### config.mk
export PLATFORM = sky130hd
export DESIGN_NAME = group_shift
export DESIGN_NICKNAME = d
export VERILOG_FILES = /design/src/rtl/group_shift_pkg.sv /design/src/rtl/group_shift_step.sv /design/src/rtl/group_shift.sv
export SDC_FILE = /design/constraint.sdc
export NUM_CORES = 2
export LEC_CHECK = 0
export ABC_AREA = 1
export ABC_CLOCK_PERIOD_IN_PS = 72900
export CAP_MARGIN = 20
export CORE_AREA = 2 2 634 636
export DETAILED_ROUTE_END_ITERATION = 10
export DIE_AREA = 0 0 636 638
export SLEW_MARGIN = 10
export SYNTH_ARGS = -nofsm -noshare
export SYNTH_HDL_FRONTEND = slang
export SYNTH_SLANG_ARGS = --single-unit
### constraint.sdc
create_clock -name clk -period 72.9 [get_ports clk]
set_input_delay 14.58 -clock clk [delete_from_list [all_inputs] [get_ports clk]]
set_output_delay 14.58 -clock clk [all_outputs]
set_load 0.02 [all_outputs]
### src/rtl/group_shift_pkg.sv
// Shared constants and types for the group shift block.
package group_shift_pkg;
  localparam int GROUP_CNT     = 8;
  localparam int GROUP_BITS    = 64;
  localparam int ITEM_GRPS_MAX = 3;

  typedef enum logic [1:0] {IDLE = 2'd0, SHIFT = 2'd1, DONE = 2'd2} shiftState_t;

  // A dense mask is a run of ones reaching the top group; any 1 followed by a 0 above it is a hole.
  function automatic logic mask_holes(input logic [GROUP_CNT-1:0] m);
    return |(m[GROUP_CNT-2:0] & ~m[GROUP_CNT-1:1]);
  endfunction
endpackage

### src/rtl/group_shift_step.sv
// Combinational one-group move of every masked group: up (insert) or down (delete),
// with the vacated end slot taken from fill_i.
module group_shift_step
  import group_shift_pkg::*;
(
  input  logic [GROUP_CNT*GROUP_BITS-1:0] row_i,
  input  logic [GROUP_CNT-1:0]            mask_i,
  input  logic                            del_i,
  input  logic [GROUP_BITS-1:0]           fill_i,
  output logic [GROUP_CNT*GROUP_BITS-1:0] row_o
);
  for (genvar g = 0; g < GROUP_CNT; g++) begin : g_grp
    logic [GROUP_BITS-1:0] up_src, dn_src;
    if (g == 0) begin : g_bot
      assign up_src = fill_i;
    end else begin : g_mid_up
      assign up_src = mask_i[g-1] ? row_i[(g-1)*GROUP_BITS +: GROUP_BITS] : fill_i;
    end
    if (g == GROUP_CNT-1) begin : g_top
      assign dn_src = fill_i;
    end else begin : g_mid_dn
      assign dn_src = row_i[(g+1)*GROUP_BITS +: GROUP_BITS];
    end
    assign row_o[g*GROUP_BITS +: GROUP_BITS] = !mask_i[g] ? row_i[g*GROUP_BITS +: GROUP_BITS]
                                             : (del_i ? dn_src : up_src);
  end
endmodule

### src/rtl/group_shift.sv
// Shifts masked row groups up (insert) or down (delete) by one item, one group per cycle.
// Optional dense-mask check: define GROUP_SHIFT_MASK_CHECK_EN.
module group_shift
  import group_shift_pkg::*;
(
  input  logic                                clk,
  input  logic                                reset,
  input  logic                                go,
  input  logic                                delOp,
  input  logic                                inxBit,
  input  logic [GROUP_CNT-1:0]                grpMask,
  input  logic [GROUP_CNT*GROUP_BITS-1:0]     rowIn,
  input  logic [ITEM_GRPS_MAX*GROUP_BITS-1:0] newItem,
  input  logic [ITEM_GRPS_MAX*GROUP_BITS-1:0] carryIn,
  output logic [GROUP_CNT*GROUP_BITS-1:0]     rowOut,
  output logic [ITEM_GRPS_MAX*GROUP_BITS-1:0] carryOut,
  output logic                                carryValid,
  output logic                                busy,
  output logic                                done,
  output logic                                maskErr
);
  shiftState_t                         state_q, state_d;
  logic [GROUP_CNT*GROUP_BITS-1:0]     row_q, row_d, row_step;
  logic [GROUP_CNT-1:0]                mask_q, mask_d;
  logic                                del_q, del_d;
  logic [1:0]                          k_q, k_d, s_q, s_d, slot;
  logic [ITEM_GRPS_MAX*GROUP_BITS-1:0] carry_q, carry_d;
  logic                                cv_q, cv_d;
  logic [GROUP_BITS-1:0]               fill;
`ifdef GROUP_SHIFT_MASK_CHECK_EN
  logic                                merr_q, merr_d;
`endif

  // Insert consumes the item top-down so the lowest item group is placed last.
  assign slot = k_q - 2'd1 - s_q;
  assign fill = del_q ? carryIn[s_q*GROUP_BITS +: GROUP_BITS]
                      : newItem[slot*GROUP_BITS +: GROUP_BITS];

  group_shift_step u_step (
    .row_i  (row_q),
    .mask_i (mask_q),
    .del_i  (del_q),
    .fill_i (fill),
    .row_o  (row_step)
  );

  always_comb begin
    state_d = state_q;
    row_d   = row_q;
    mask_d  = mask_q;
    del_d   = del_q;
    k_d     = k_q;
    s_d     = s_q;
    carry_d = carry_q;
    cv_d    = cv_q;
`ifdef GROUP_SHIFT_MASK_CHECK_EN
    merr_d  = merr_q;
`endif
    case (state_q)
      IDLE: if (go) begin
        row_d   = rowIn;
        mask_d  = grpMask;
        del_d   = delOp;
        k_d     = inxBit ? 2'd2 : 2'd3;
        s_d     = 2'd0;
        carry_d = '0;
        cv_d    = 1'b0;
        state_d = (grpMask != '0) ? SHIFT : DONE;
`ifdef GROUP_SHIFT_MASK_CHECK_EN
        merr_d  = mask_holes(grpMask);
        if (mask_holes(grpMask)) state_d = DONE;
`endif
      end
      SHIFT: begin
        row_d = row_step;
        if (!del_q && mask_q[GROUP_CNT-1]) begin
          carry_d[slot*GROUP_BITS +: GROUP_BITS] = row_q[(GROUP_CNT-1)*GROUP_BITS +: GROUP_BITS];
          cv_d = 1'b1;
        end
        s_d = s_q + 2'd1;
        if (s_q == k_q - 2'd1) state_d = DONE;
      end
      DONE:    state_d = IDLE;
      default: state_d = IDLE;
    endcase
  end

  always_ff @(posedge clk or posedge reset) begin
    if (reset) begin
      state_q <= IDLE;
      row_q   <= '0;
      mask_q  <= '0;
      del_q   <= 1'b0;
      k_q     <= 2'd0;
      s_q     <= 2'd0;
      carry_q <= '0;
      cv_q    <= 1'b0;
`ifdef GROUP_SHIFT_MASK_CHECK_EN
      merr_q  <= 1'b0;
`endif
    end else begin
      state_q <= state_d;
      row_q   <= row_d;
      mask_q  <= mask_d;
      del_q   <= del_d;
      k_q     <= k_d;
      s_q     <= s_d;
      carry_q <= carry_d;
      cv_q    <= cv_d;
`ifdef GROUP_SHIFT_MASK_CHECK_EN
      merr_q  <= merr_d;
`endif
    end
  end

  assign rowOut     = row_q;
  assign carryOut   = carry_q;
  assign carryValid = cv_q;
  assign busy       = (state_q != IDLE);
  assign done       = (state_q == DONE);
`ifdef GROUP_SHIFT_MASK_CHECK_EN
  assign maskErr    = merr_q;
`else
  assign maskErr    = 1'b0;
`endif
endmodule

==> results by group <==
Floorplanning
  • Die H: roughly 640 um
  • Core area: about 0.4 sq mm
  • IO Pins: 1,617
  • Die ar.: 0.406 sq mm
  • Starting density of the core: between 10% and 20%
  • FP Rows: 232
  • Die width: 636 um

Drt
  • Iteration-0 DRC Markers: between 7,000 and 8,000
  • WL per Instance: 36.6 um
  • Post-route ant nets: 0
  • DR pass1 iterations: 6
  • Vias/cell: ~4.4
  • DR DRC count: 0
  • Vias: 59,125
  • Detailed-route wire length: 495 mm

Clock tree
  • Clk slew on worst S/H paths: around 0.060 ns
  • Num CTS Buffers: 101
  • Clk sinks: 720
  • TritonCTS clock tree: built
  • Clk_lat worst skew: 0.87 ns
  • Root buffer cell: clkbuf_16
  • Clock buffer depth: 4
  • Number of cells upsized or downsized after cts: 0
  • # hold bufs at CTS: 0
  • Post-CTS Setup Inserts: 0
  • H-tree Lvls: 3

Synthesis
  • Share of the synthesized area in the top cell type: 39.2%
  • Post-Syn Nets: around 7,700
  • #FFs+latches synth: 720
  • Top FF cell, synth: dfrtp_1
  • Most instantiated library cell after synthesis: nand2_1
  • Library cells used by synthesis: 32
  • Synth async-reset ratio: 100%
  • YS warnings: 0
  • Seq/Total Area, Yosys: 39.2%
  • Cells after Synth: 6,820
  • Area contributors post-synth: dfrtp_1 (39%), a21oi_1 (16%), nand2_1 (14%)
  • Mean Syn Cell Area: 6.75 sq um
  • Synth area leader: dfrtp_1
  • Cell Area, Synth: about 0.046 sq mm
  • Top cells by count, synth: nand2_1 (1,736), a21oi_1 (1,461), nor2_1 (971)
  • EDFF count, synth: 0

Setup path
  • Setup crit start kind: input pin
  • Most common cell on crit path: buf_4
  • Crit-path cells: clkdlybuf4s50_1, inv_8, buf_4, buf_4, buf_12
  • Critical Path RT: approximately 74 ns
  • Worst-path maximum fanout: 127
  • Worst Setup End Kind: async pin
  • Crit-path slowest cell: buf_4
  • Max incr delay on CP: 0.79 ns
  • Crit path DAT: about 18 ns
  • Crit path kind: input pin to async pin

Layout
  • Area growth, synth to finish: 55.0%
  • Layout cells sized above 1: 6.34%
  • Nets: about 9,000
  • Fillers: 45,186
  • Final Core Density: between 10% and 20%

Timing
  • Max Fclk: 57.9 MHz
  • Final hold violations: 0
  • Fin Setup TNS: 0 ns
  • Worst hold margin: 0.479 ns
  • Fin crit period: between 15 and 20 ns
  • Max Transition Viols Final: 0
  • Tcrit/Tclk final: 23.7%
  • Final Skew: 0.102 ns
  • Max_slew headroom: 19.9%
  • Slew @ Worst Pin: 1.20 ns
  • Setup violations, final: 0
  • RSZ-0062 raised after global routing: false

Placed design
  • Dpl hpwl: ~400 mm
  • I/O Buffers: 1,615
  • Final RePlAce weighted congestion: between 0.9 and 1

Power and ir drop
  • VDD IR-drop max: about 40 uV
  • LEAKAGE: 0.0292 uW
  • Power Dens Cells: around 64 mW/mm^2

Global routing
  • Total GRT Usage: 23.3%
  • Number of global-route vias before repair: approximately 53,000
  • Global-route wire length before repair: 617 mm
  • Overflow after GRT: 0
  • Largest net degree at the start of global routing: 220
  • Antenna violations before repair: 260

Worst hold path
  • Hold Crit Class: register to register

Flow run
  • Max-cap violations: 0

Run status
  • Status: finished, final reports clean
-- through the flow --
step           cell area [sq um]  std cells  worst slack [ns]  total power [uW]
6_report                   71300      13525             55.62              4560
5_1_grt                    71200      13481             55.43              4780
4_1_cts                    71000      13417             55.68              4560
3_5_place_dp               67600      13240             54.79              4000
3_3_place_gp               67600      13239             54.80              3990
2_1_floorplan              46000       6820             38.12              2220
-- state kept, by name (all words and copies together) (netlist names) --
name,cells
carryOut,192
carryValid,1
del_q,1
k_q,2
mask_q,8
rowOut,512
s_q,2
state_q,2
-- cells by family after synthesis --
kind of cell	synth area share, %
AND/OR/NAND/NOR	26.5
AO/OA/AOI/OAI	24.9
buffers and inverters	8.02
flip-flops	39.2
multiplexers	1.39
adder cells (fa/ha/maj)	0.0544
other	0.00815
-- final cells by class --
| cell class | instances | area [sq um] | area share, % |
|---|---|---|---|
| tap | 5265 | 6590 | 9.24 |
| clock buffer | 136 | 2890 | 4.05 |
| inverter | 353 | 1400 | 1.96 |
| antenna | 107 | 268 | 0.375 |
| multi-input combinational | 5178 | 24500 | 34.3 |
| timing repair buffer | 1725 | 17100 | 23.9 |
| sequential | 720 | 18100 | 25.3 |
| clock inverter | 41 | 577 | 0.809 |
-- layout by cell type, fill, tap and decap left out, types with 5 or more instances in the layout --
master,synthesis,routed
a21oi_2,14,13
dfrtp_1,720,711
clkbuf_16,0,102
mux2i_1,64,64
diode_2,0,107
a21oi_1,1461,1460
o21ai_4,0,7
clkbuf_1,410,13
o41ai_1,16,16
bufinv_16,0,12
o21ai_1,120,120
nand2_2,65,63
o31ai_1,64,64
nor2_1,971,969
clkbuf_8,0,21
inv_4,1,10
clkdlybuf4s50_1,0,1615
buf_4,12,105
dfrtp_4,0,9
o22ai_1,64,64
inv_1,339,331
nand2_1,1736,1735
inv_6,0,5
o21ai_0,265,260
clkinv_2,0,22
o211ai_1,64,64
nand3_2,115,113
nand3_1,85,83
o2bb2ai_1,64,64
-- worst max-delay path: cells and delay by family --
family	cells	cell delay, ns
buffers and inverters	5	2.99
-- final timing paths --
kind	start	to	slack, ns	cells after the start
setup / recovery	reset	rowOut[10]$_DFFE_PP0P_	55.62	5
hold / removal	carryOut[137]$_DFFE_PP0P_	carryOut[137]$_DFFE_PP0P_	0.48	2
setup reg to reg	state_q[1]$_DFFE_PP0P_	rowOut[30]$_DFFE_PP0P_	67.66	10
hold reg to reg	carryOut[137]$_DFFE_PP0P_	carryOut[137]$_DFFE_PP0P_	0.48	2
max in group clk	go	rowOut[30]$_DFFE_PP0P_	55.68	11
min in group asynchronous	reset	carryOut[188]$_DFFE_PP0P_	14.29	2
-- power breakdown --
part,switching (uW),internal (uW)
Combinational,2290,823
Sequential,328,576
Clock,226,320
Total,2850,1720
-- layer usage --
metal  GRT usage, %  part of all wire (%)  up-vias
li1               -                     -    25175
met2           34.4                    42     4138
met5              0                  0.24        -
met4           9.81                   5.2      186
met3           13.5                    15      878
met1           27.3                    38    28748
No activity file was read; power rests on OpenSTA's default activity.
